`src/rtl/serial_test_pkg.sv`:
```
// Shared types and default widths for the serial test master and its target instantiations.
package serial_test_pkg;

    localparam int unsigned DefInBits  = 6;
    localparam int unsigned DefOutBits = 4;

    typedef enum logic [2:0] {
        StIdle,
        StInRst,
        StShift,
        StSettle,
        StOutRst,
        StGap,
        StAdv,
        StDone
    } state_e;

endpackage

```
`src/rtl/ser_pulse_timer.sv`:
```
// Half-period timer for serial clock pulses: low phase then high phase, restarted by go.
module ser_pulse_timer #(
    parameter int unsigned HALF_PERIOD = 4
) (
    input  logic clk,
    input  logic rst_n,
    input  logic go,
    output logic sclk,
    output logic half_done,
    output logic phase_done
);

    localparam int unsigned     CntW    = $clog2(HALF_PERIOD);
    localparam logic [CntW-1:0] CntLast = CntW'(HALF_PERIOD - 1);

    logic [CntW-1:0] cnt_q;
    logic            sclk_q;

    // go forces a fresh low phase starting next cycle, whatever the timer was doing
    always_ff @(posedge clk) begin
        if (!rst_n) begin
            cnt_q  <= '0;
            sclk_q <= 1'b0;
        end else if (go) begin
            cnt_q  <= '0;
            sclk_q <= 1'b0;
        end else if (cnt_q == CntLast) begin
            cnt_q  <= '0;
            sclk_q <= ~sclk_q;
        end else begin
            cnt_q <= cnt_q + 1'b1;
        end
    end

    assign sclk       = sclk_q;
    assign half_done  = (cnt_q == CntLast);
    assign phase_done = half_done && sclk_q;

endmodule

```
`src/rtl/serial_test_master.sv`:
```
// Host-side driver for the bit-serial test port: reset+shift a vector in, settle, read result back.
module serial_test_master
    import serial_test_pkg::*;
#(
    parameter int unsigned IN_BITS       = DefInBits,
    parameter int unsigned OUT_BITS      = DefOutBits,
    parameter int unsigned HALF_PERIOD   = 4,
    parameter int unsigned SETTLE_CYCLES = 16
) (
    input  logic                clk,
    input  logic                rst_n,
    input  logic                start,
    input  logic [IN_BITS-1:0]  vector,
    output logic                busy,
    output logic                done,
    output logic [OUT_BITS-1:0] result,
    output logic                ser_in_clk,
    output logic                ser_in_data,
    output logic                ser_in_rst,
    output logic                ser_out_clk,
    output logic                ser_out_rst,
    input  logic                ser_out_data
);

    localparam int unsigned MaxBits = (IN_BITS > OUT_BITS) ? IN_BITS : OUT_BITS;
    localparam int unsigned IdxW    = (MaxBits > 1) ? $clog2(MaxBits) : 1;
    localparam int unsigned SetW    = $clog2(SETTLE_CYCLES + 1);

    localparam logic [IdxW-1:0] InLast     = IdxW'(IN_BITS - 1);
    localparam logic [IdxW-1:0] OutLast    = IdxW'(OUT_BITS - 1);
    localparam logic [SetW-1:0] SettleLast = SetW'(SETTLE_CYCLES - 1);

    state_e              state_q;
    logic [IN_BITS-1:0]  shreg_q;
    logic [OUT_BITS-1:0] shadow_q;
    logic [IdxW-1:0]     bit_idx_q;
    logic [SetW-1:0]     settle_q;
    logic [1:0]          sync_q;

    logic timer_go;
    logic sclk;
    logic half_done;
    logic phase_done;

    ser_pulse_timer #(
        .HALF_PERIOD (HALF_PERIOD)
    ) u_timer (
        .clk        (clk),
        .rst_n      (rst_n),
        .go         (timer_go),
        .sclk       (sclk),
        .half_done  (half_done),
        .phase_done (phase_done)
    );

    always_ff @(posedge clk) begin
        if (!rst_n) begin
            sync_q <= '0;
        end else begin
            sync_q <= {sync_q[0], ser_out_data};
        end
    end

    // Restart the timer on every entry into a timed state so each pulse/gap starts low.
    always_comb begin
        timer_go = 1'b0;
        case (state_q)
            StIdle:                   timer_go = start;
            StInRst, StOutRst, StAdv: timer_go = phase_done;
            StShift:                  timer_go = phase_done && (bit_idx_q != InLast);
            StSettle:                 timer_go = (settle_q == SettleLast);
            StGap:                    timer_go = half_done && !sclk && (bit_idx_q != OutLast);
            default:                  timer_go = 1'b0;
        endcase
    end

    always_ff @(posedge clk) begin
        if (!rst_n) begin
            state_q     <= StIdle;
            shreg_q     <= '0;
            shadow_q    <= '0;
            bit_idx_q   <= '0;
            settle_q    <= '0;
            busy        <= 1'b0;
            done        <= 1'b0;
            result      <= '0;
            ser_in_clk  <= 1'b0;
            ser_in_data <= 1'b0;
            ser_in_rst  <= 1'b0;
            ser_out_clk <= 1'b0;
            ser_out_rst <= 1'b0;
        end else begin
            done <= 1'b0;
            case (state_q)
                StIdle: begin
                    if (start) begin
                        state_q     <= StInRst;
                        shreg_q     <= vector;
                        busy        <= 1'b1;
                        ser_in_rst  <= 1'b1;
                        ser_in_data <= 1'b0;
                    end
                end
                StInRst: begin
                    if (phase_done) begin
                        state_q     <= StShift;
                        ser_in_clk  <= 1'b0;
                        ser_in_rst  <= 1'b0;
                        ser_in_data <= shreg_q[0];
                        shreg_q     <= shreg_q >> 1;
                        bit_idx_q   <= '0;
                    end else if (half_done) begin
                        ser_in_clk <= 1'b1;
                    end
                end
                StShift: begin
                    if (phase_done) begin
                        ser_in_clk <= 1'b0;
                        if (bit_idx_q == InLast) begin
                            state_q     <= StSettle;
                            ser_in_data <= 1'b0;
                            settle_q    <= '0;
                        end else begin
                            ser_in_data <= shreg_q[0];
                            shreg_q     <= shreg_q >> 1;
                            bit_idx_q   <= bit_idx_q + 1'b1;
                        end
                    end else if (half_done) begin
                        ser_in_clk <= 1'b1;
                    end
                end
                StSettle: begin
                    if (settle_q == SettleLast) begin
                        state_q     <= StOutRst;
                        ser_out_rst <= 1'b1;
                    end else begin
                        settle_q <= settle_q + 1'b1;
                    end
                end
                StOutRst: begin
                    if (phase_done) begin
                        state_q     <= StGap;
                        ser_out_clk <= 1'b0;
                        ser_out_rst <= 1'b0;
                        bit_idx_q   <= '0;
                    end else if (half_done) begin
                        ser_out_clk <= 1'b1;
                    end
                end
                StGap: begin
                    // Bits arrive LSB first, so shift in from the top.
                    if (half_done) begin
                        shadow_q <= {sync_q[1], shadow_q[OUT_BITS-1:1]};
                        if (bit_idx_q == OutLast) begin
                            state_q <= StDone;
                            done    <= 1'b1;
                            busy    <= 1'b0;
                            result  <= {sync_q[1], shadow_q[OUT_BITS-1:1]};
                        end else begin
                            state_q <= StAdv;
                        end
                    end
                end
                StAdv: begin
                    if (phase_done) begin
                        state_q     <= StGap;
                        ser_out_clk <= 1'b0;
                        bit_idx_q   <= bit_idx_q + 1'b1;
                    end else if (half_done) begin
                        ser_out_clk <= 1'b1;
                    end
                end
                StDone: begin
                    state_q <= StIdle;
                end
                default: begin
                    state_q <= StIdle;
                end
            endcase
        end
    end

endmodule

```
`config.mk`:
```
export PLATFORM = sky130hd
export DESIGN_NAME = serial_test_master
export DESIGN_NICKNAME = d
export VERILOG_FILES = /design/src/rtl/serial_test_pkg.sv /design/src/rtl/ser_pulse_timer.sv /design/src/rtl/serial_test_master.sv
export SDC_FILE = /design/constraint.sdc
export NUM_CORES = 1
export LEC_CHECK = 0
export ABC_AREA = 1
export CORE_ASPECT_RATIO = 0.7
export CORE_MARGIN = 2
export CORE_UTILIZATION = 32
export DETAILED_ROUTE_END_ITERATION = 6
export PLACE_DENSITY = 0.57
export SLEW_MARGIN = 20
export SYNTH_ARGS = -nofsm -noshare
export SYNTH_HDL_FRONTEND = slang
export SYNTH_HIERARCHICAL = 1
export SYNTH_SLANG_ARGS = --single-unit
```
`constraint.sdc`:
```
create_clock -name clk -period 1.63 [get_ports clk]
set_input_delay 0.326 -clock clk [delete_from_list [all_inputs] [get_ports clk]]
set_output_delay 0.326 -clock clk [all_outputs]
set_load 0.02 [all_outputs]
```
==> results, run 1 <==
- The number of warnings issued by yosys is 6.
- The number of stages on the worst setup path is 1.
- The die footprint is 6320 um2.
- Dividing the detail-routed via count by the number of cells gives between 4 and 5.
- The number of I/O pins is 21.
- The kind of critical path is reg2out.
- The starting density of the core is between 30% and 40%.
- In this run the tightest slew margin relative to its limit is 77.2%.
- The netlist uses 29 different library cells.
- Along the worst path, the maximum fanout reaches 2.
- The root buffer cell is sky130_fd_sc_hd__clkbuf_8.
- Entering global routing, the biggest net connects 29 pins.
- The clock net sink count is 36.
- After floorplanning, the core was sized to cover 5370 um2.
- The largest single stage delay on the critical path is between 0.6 and 0.7 ns.
- Setup violations remaining at the end of the flow were counted as 0.
- The detail route stage leaves a number of antenna-violating nets equal to 0.
- The setup slack at placement is around 0.033 ns.
- The detailed router placed between 1500 and 2000 vias in this run.
- The most common cell after layout, fill and taps aside is sky130_fd_sc_hd__nand2_1.
- The total number of nets in the final design is approximately 300.
- The number of antenna violations at the first check in global routing is 0.
- The sum of internal, switching and leakage power is ~0.0032 W.
- The number of violations of the max-capacitance limit is 0.
- The wire length of the first global-routing pass is 6.67 mm.
- The via count of the first global-routing pass is 1463.
- The number of standard cells in the layout, taps in and fillers out is 351.
- The total clock buffers created by CTS is 5.
- The family of cells with the greatest summed delay on the critical path is buffers and inverters.
- Data on the critical path is required at its endpoint by ~1.3 ns.
- For met2 alone, demand over resource in global routing was about a fifth.
- Before antenna repair, the detailed router went through 4 iterations.
- The buffer depth of the longest clock path is 2.
- Setup repair after global routing left no endpoint under its margin.
- The slowest library cell on the worst path is sky130_fd_sc_hd__clkdlybuf4s50_1.
- The number of cells on the worst reg-to-reg path is 9.
- STA classifies the critical path endpoint as an output port.
- For this design, the CTS-stage hold fixing added 0 buffers.
- The depth of the worst hold-timing path is 2.
- In this run the vertical extent of the chip is 67.1 um.
- The number of pins with negative max-slew slack in the final report is 0.
- In this run the tool buffered the top-level ports with 20 buffer cells.
- STA classifies the critical path startpoint as a flip-flop.
- For this run, asynchronously set or reset flops after synthesis account for 0%.
- The run finished with clean final reports.
- For this run, global-route usage on met3 was measured as roughly 3.4%.
- In this run the critical register-to-register path is launched from settle_q[0]$_SDFFE_PN0P_.
- When the netlist entered floorplanning its net count stood at roughly 260.
- The number of buffer and inverter stages on the critical path is 1.
- The die width is 94.2 um.
- In this run, synthesis produced a sequential element count of 36.
- The global-route track usage on met1 is just over 20%.
- For the finished layout, the period the worst path requires is approximately 1.6 ns.
- The clock tree from TritonCTS is done.
- The top achievable clock speed is about 640 MHz.
- The data arrival time at the worst-slack endpoint is around 1.2 ns.
- The total global-route track usage is a little over an eighth.
- The finished layout cell area is 2280 um2.
- Global routing finished with a remaining overflow of 0.
- The synthesized area is 1820 um2.
- The synthesized design contains 0 enable-type register cells.
- The power per cell area is about 1400 nW/um2.
- The average routed wire per standard cell is around 11 um.
- Walking the worst path, the cells encountered are clkdlybuf4s50_1.
- The clock latency on the worst-skew pair is a little under 0.3 ns.
- The clock slew at the register clock pins of the worst setup and hold paths is roughly 0.07 ns.
- The most utilized layer in the global route result is met1.
- The final count of hold timing violations came to 0.
- Row generation in the floorplan step produced 22 rows.
- The cell total after placement is 341.
- The classification of the worst-slack hold path is reg2reg.
- The startpoint of the worst hold path is sync_q[0]$_SDFF_PN0_.
- The routed design has 3.95 mm of wire.
- The standby leakage power is between 1 and 1.5 nW.
- The register area share after synthesis is between 30 and 40%.
- The cell count after synthesis is between 200 and 250.
- Tracing the worst setup path back leads to its startpoint at result[3]$_SDFFE_PN0P_.
- The final HPWL from detailed placement is between 2 and 3 mm.
- Each instance of the synthesized netlist takes up on average around 7.3 um2.
- The starting DRC count in detailed routing is between 80 and 90.
- The worst path uses slightly below 100% of the clock period.
- The layout cell share with drive strength beyond 1 is between 10% and 20%.
- The main flop type after synthesis is sky130_fd_sc_hd__dfxtp_1.
- After detailed placement, the total cell area comes to ~2100 um2.
- The diode insertion count for antenna repair is 0.
- In this run the number of H-tree levels came out at 2.
- Across the VDD grid, the largest voltage drop is 433 uV.
- The slew of the pin with the lowest slew margin is 0.341 ns.
- The post-route DRC violation count is 0.
- The congestion estimate from routability-driven global placement came to 0.850.
- Summed over all failing endpoints, the final setup total negative slack is 0 ns.
- Leaving out fill and tap cells, the most frequent cells in the layout are 50 x sky130_fd_sc_hd__nand2_1, 36 x sky130_fd_sc_hd__nor2_1, 34 x sky130_fd_sc_hd__dfxtp_1.
- The clock arrives with ~0.0085 ns of skew.
- The final critical-path setup slack is 0.0643 ns.
- From synthesis to final layout, the design area changed by 25.2%.
## routing by layer
| metal | share of wire [%] | vias to the layer above |
|---|---|---|
| li1 | - | 846 |
| met1 | 57 | 684 |
| met2 | 38 | 34 |
| met3 | 5.1 | 0 |
| met4 | 0 | 0 |
| met5 | 0 | - |
## logic make-up (layout without fill, tap and decap cells)
kind of cell	Yosys count	after routing	share of synthesized area (%)
adders and majority gates	6	6	4.12
buffers and inverters	40	71	9.21
and+or+nand+nor	129	129	36.2
AOI/OAI and AO/OA	37	37	10.9
DFF	36	36	39.6
## layout make-up
class	instances	area, um2
fill	564	3090
multi-input combinational	172	955
sequential	36	723
timing repair buffer	28	288
inverter	35	131
tap	72	90.1
clock buffer	6	82.6
clock inverter	2	10.0
## worst paths after layout
check | to | slack, ns
max | result[3] | 0.06
min | sync_q[1]$_SDFF_PN0_ | 0.41
max reg2reg | settle_q[1]$_SDFFE_PN0P_ | 0.10
min reg2reg | sync_q[1]$_SDFF_PN0_ | 0.41
## metrics by stage
step | hold WS (ns) | util, %
finish | 0.414 | 42.5
global route | 0.436 | 42.5
CTS | 0.417 | 41.7
detailed placement | 0.400 | 40.0
global placement | 0.398 | 40.0
floorplan | 0.390 | -
## sequential cells by signal, summed over array words and instances (netlist names)
| name | flops |
|---|---|
| shreg_q | 6 |
| settle_q | 5 |
| result | 4 |
| bit_idx_q | 3 |
| shadow_q | 3 |
| state_q | 3 |
| sync_q | 2 |
| u_timer/cnt_q | 2 |
| busy | 1 |
| done | 1 |
| ser_in_clk | 1 |
| ser_in_data | 1 |
| ser_in_rst | 1 |
| ser_out_clk | 1 |
| ser_out_rst | 1 |
| u_timer/sclk | 1 |
## power breakdown
group          internal (W)  leakage, nW  switching (W)
Sequential          0.00104        0.294       0.000121
Clock              0.000337       0.0510       0.000321
Combinational      0.000531        0.696       0.000868
Total               0.00191         1.04        0.00131
## cell usage after synthesis, types with 2 or more instances
cell type / n / area share [%]
sky130_fd_sc_hd__buf_6: 2 / 1.2
sky130_fd_sc_hd__nand3_4: 2 / 1.9
sky130_fd_sc_hd__and3_1: 2 / 0.69
sky130_fd_sc_hd__nand2_1: 51 / 11
sky130_fd_sc_hd__ha_1: 6 / 4.1
sky130_fd_sc_hd__nand2_2: 8 / 2.7
sky130_fd_sc_hd__a21oi_1: 16 / 4.4
sky130_fd_sc_hd__dfxtp_1: 36 / 40
sky130_fd_sc_hd__nor3_1: 3 / 0.82
sky130_fd_sc_hd__nor2_1: 36 / 7.4
sky130_fd_sc_hd__inv_1: 28 / 5.8
sky130_fd_sc_hd__nor2_2: 3 / 1.0
sky130_fd_sc_hd__nand3_2: 3 / 1.6
sky130_fd_sc_hd__nand4_1: 3 / 1.0
sky130_fd_sc_hd__o21ai_0: 17 / 4.7
sky130_fd_sc_hd__nor2_4: 6 / 3.7
sky130_fd_sc_hd__nand3_1: 8 / 2.2
sky130_fd_sc_hd__inv_2: 7 / 1.4
## repair_timing
action	in CTS	in global routing
setup endpoints to repair	0	15
setup buffers	0	2
gates resized for setup	0	8
(Power assumes the default switching activity.)
==> run 2, diff against run 1 <==
--- a/config.mk
+++ b/config.mk
@@ -8,9 +8,9 @@
 export ABC_AREA = 1
 export CORE_ASPECT_RATIO = 0.7
 export CORE_MARGIN = 2
-export CORE_UTILIZATION = 32
+export CORE_UTILIZATION = 55
 export DETAILED_ROUTE_END_ITERATION = 6
-export PLACE_DENSITY = 0.57
+export PLACE_DENSITY = 0.85
 export SLEW_MARGIN = 20
 export SYNTH_ARGS = -nofsm -noshare
 export SYNTH_HDL_FRONTEND = slang
==> results, run 2 (synthesized netlist as in run 1, its figures left out) <==
- Outcome: complete, no violations (unchanged).
- The kind of critical path is reg2out (unchanged).
- The relative slew slack came to 78.3% (was 77.2%).
- The number of cell rows came to 17 (was 22).
- The clock net sink count is 36 (unchanged).
- The post-route DRC violation count is 0 (unchanged).
- The highest net fanout along the worst path came to 2 (unchanged).
- The number of standard cells in the layout, taps in and fillers out came to 317 (was 351).
- The slowest library cell on the worst path is sky130_fd_sc_hd__clkdlybuf4s50_1 (unchanged).
- The sequential share of power was 34.7% (was 36.1%).
- The die outline height is 52.1 um (was 67.1 um).
- The average routed wire per standard cell is 12.1 um (was 11.2 um).
- The maximum vdd ir drop is 740 uV (was 433 uV).
- The number of nets with antenna violations after routing is 0 (unchanged).
- The overflow left after global routing came to 0 (unchanged).
- The buffer depth of the longest clock path is 2 (unchanged).
- The root buffer cell is sky130_fd_sc_hd__clkbuf_8 (unchanged).
- The capturing element type of the critical path was an output port (unchanged).
- The post-route worst hold slack came to 0.415 ns (was 0.414 ns).
- The critical path required time was 1.30 ns (about the same).
- The final count of hold timing violations came to 0 (unchanged).
- The layout cell share with drive strength beyond 1 is 20.4% (was 19.0%).
- The cell total after placement is 307 (was 341).
- The setup slack at placement came to 0.0480 ns (was 0.0326 ns).
- The number of I/O pins is 21 (unchanged).
- The relative contribution of combinational cells to total power is 42.1% (was 43.4%).
- The wire length of the first global-routing pass came to 6.40 mm (was 6.67 mm).
- The most common cell after layout, fill and taps aside is sky130_fd_sc_hd__nand2_1 (unchanged).
- The setup-violating endpoint count in the final report came to 0 (unchanged).
- The family of cells with the greatest summed delay on the critical path is buffers and inverters (unchanged).
- Largest regs: shreg_q (6), settle_q (5), result (4) (unchanged).
- The total detailed-routing wirelength is 3.85 mm (was 3.95 mm).
- The number of flip-flops in the largest register is 6 (unchanged).
- The number of I/O port buffers came to 20 (unchanged).
- The standby leakage power was 1.03 nW (was 1.04 nW).
- The total global-route track usage is 22.3% (was 13.5%).
- The pin count of the biggest net entering global routing came to 29 (unchanged).
- The die footprint is 3790 um2 (was 6320 um2).
- The post-synthesis to final-layout area growth came to 22.8% (was 25.2%).
- The number of violations of the max-capacitance limit is 0 (unchanged).
- The number of buffer and inverter stages on the critical path is 1 (unchanged).
- The shortest period the worst path allows is 1.58 ns (was 1.57 ns).
- The via count of the first global-routing pass came to 1446 (was 1463).
- The data arrival time at the worst-slack endpoint came to 1.26 ns (was 1.24 ns).
- Cells along the critical path: clkdlybuf4s50_1 (unchanged).
- The net switching power figure is 0.00132 W (was 0.00131 W).
- The total clock buffers created by CTS came to 5 (unchanged).
- The number of antenna violations at the first check in global routing is 0 (unchanged).
- The number of pins with negative max-slew slack in the final report was 0 (unchanged).
- The net switching fraction of the power came to 39.4% (was 40.7%).
- The slew of the pin with the lowest slew margin came to 0.325 ns (was 0.341 ns).
- The top achievable clock speed is 632 MHz (was 639 MHz).
- The sum of internal, switching and leakage power is 0.00335 W (was 0.00322 W).
- The accumulated negative setup slack is 0 ns (unchanged).
- The diode insertion count for antenna repair is 0 (unchanged).
- The fill cell total of the finished layout is 266 (was 564).
- The clock slew at the register clock pins of the worst setup and hold paths is 0.08 ns (was 0.07 ns).
- The vias after detailed routing is 1617 (was 1564).
- The internal power component is 0.00203 W (was 0.00191 W).
- The final critical-path setup slack is 0.0488 ns (was 0.0643 ns).
- The number of iterations in the first detailed-routing pass is 5 (was 4).
- The classification of the worst-slack hold path is reg2reg (unchanged).
- The clock latency on the worst-skew pair is 0.29 ns (about the same).
- The largest register by flop count is shreg_q (unchanged).
- The longest individual stage delay on the worst path is 0.63 ns (was 0.61 ns).
- The starting DRC count in detailed routing came to 109 (was 81).
- The clock tree from TritonCTS is done (unchanged).
- The setup skew after layout is 0.00709 ns (was 0.00851 ns).
- The power per cell area is 1500 nW/um2 (was 1410 nW/um2).
- The clock share of power came to 23.2% (was 20.4%).
- The via count normalized by instance count is 5.10 (was 4.46).
- The final HPWL from detailed placement came to 2.71 mm (was 2.93 mm).
- The deepest level of the CTS H-tree is 2 (unchanged).
- The kind of start point of the critical path is a flip-flop (unchanged).
- The die width is 72.8 um (was 94.2 um).
- The portion of the clock cycle consumed by the worst path in the final layout is 97.0% (was 96.1%).
- The total number of nets in the final design was 294 (unchanged).
- The global placer's final weighted congestion is 0.967 (was 0.850).
- The starting density of the core was 57.8% (was 33.9%).
- Leading cell types in the layout, fill and taps excluded: 49 x sky130_fd_sc_hd__nand2_1, 36 x sky130_fd_sc_hd__nor2_1, 34 x sky130_fd_sc_hd__dfxtp_1 (was 50 x sky130_fd_sc_hd__nand2_1, 36 x sky130_fd_sc_hd__nor2_1, 34 x sky130_fd_sc_hd__dfxtp_1).
- The total core area was 3150 um2 (was 5370 um2).
==> run 2: stage by stage <==
step           utilization (%)  area (um2)
2_1_floorplan                -        1820
3_3_place_gp              66.4        2090
3_5_place_dp              66.4        2090
4_1_cts                   69.9        2200
5_1_grt                   71.0        2240
6_report                  71.0        2240
==> run 2: area by class of cell <==
class,count,area (um2),share of cell area [%]
sequential,36,723,32.3
tap,38,47.5,2.13
inverter,35,131,5.88
multi-input combinational,172,950,42.5
timing repair buffer,28,273,12.2
clock inverter,3,42.5,1.90
clock buffer,5,68.8,3.08
==> run 2: repair_timing <==
item | 4_1_cts | 5_1_grt
hold buffers | 0 | 0
endpoints found under the setup margin | 0 | 15
resized for setup | 0 | 10
setup buffers | 0 | 2
==> run 2: power by group through the flow <==
stage	logic (W)	registers [W]	clock network, W
finish	0.00141	0.00116	0.000778
global route	0.00156	0.00118	0.000825
detailed placement	0.00134	0.00117	0
floorplan	0.00101	0.00117	0
global placement	0.00131	0.00117	0
CTS	0.00135	0.00116	0.000785
==> run 2: final timing paths <==
kind,startpoint,endpoint,slack (ns),cells after the start
worst min register to register,sync_q[0]$_SDFF_PN0_,sync_q[1]$_SDFF_PN0_,0.41,2
worst max-delay path,result[2]$_SDFFE_PN0P_,result[2],0.05,1
worst max register to register,state_q[2]$_SDFFE_PN0P_,u_timer/cnt_q[0]$_SDFF_PP0_,0.12,9
worst min-delay path,sync_q[0]$_SDFF_PN0_,sync_q[1]$_SDFF_PN0_,0.41,2
==> run 2: metal layers <==
metal	track usage [%]	vias to the layer above	wire, um
met5	0	-	0
met4	8.33	0	70
met3	5.23	11	248
met2	33.6	44	1690
met1	31.1	717	1840
li1	-	845	-
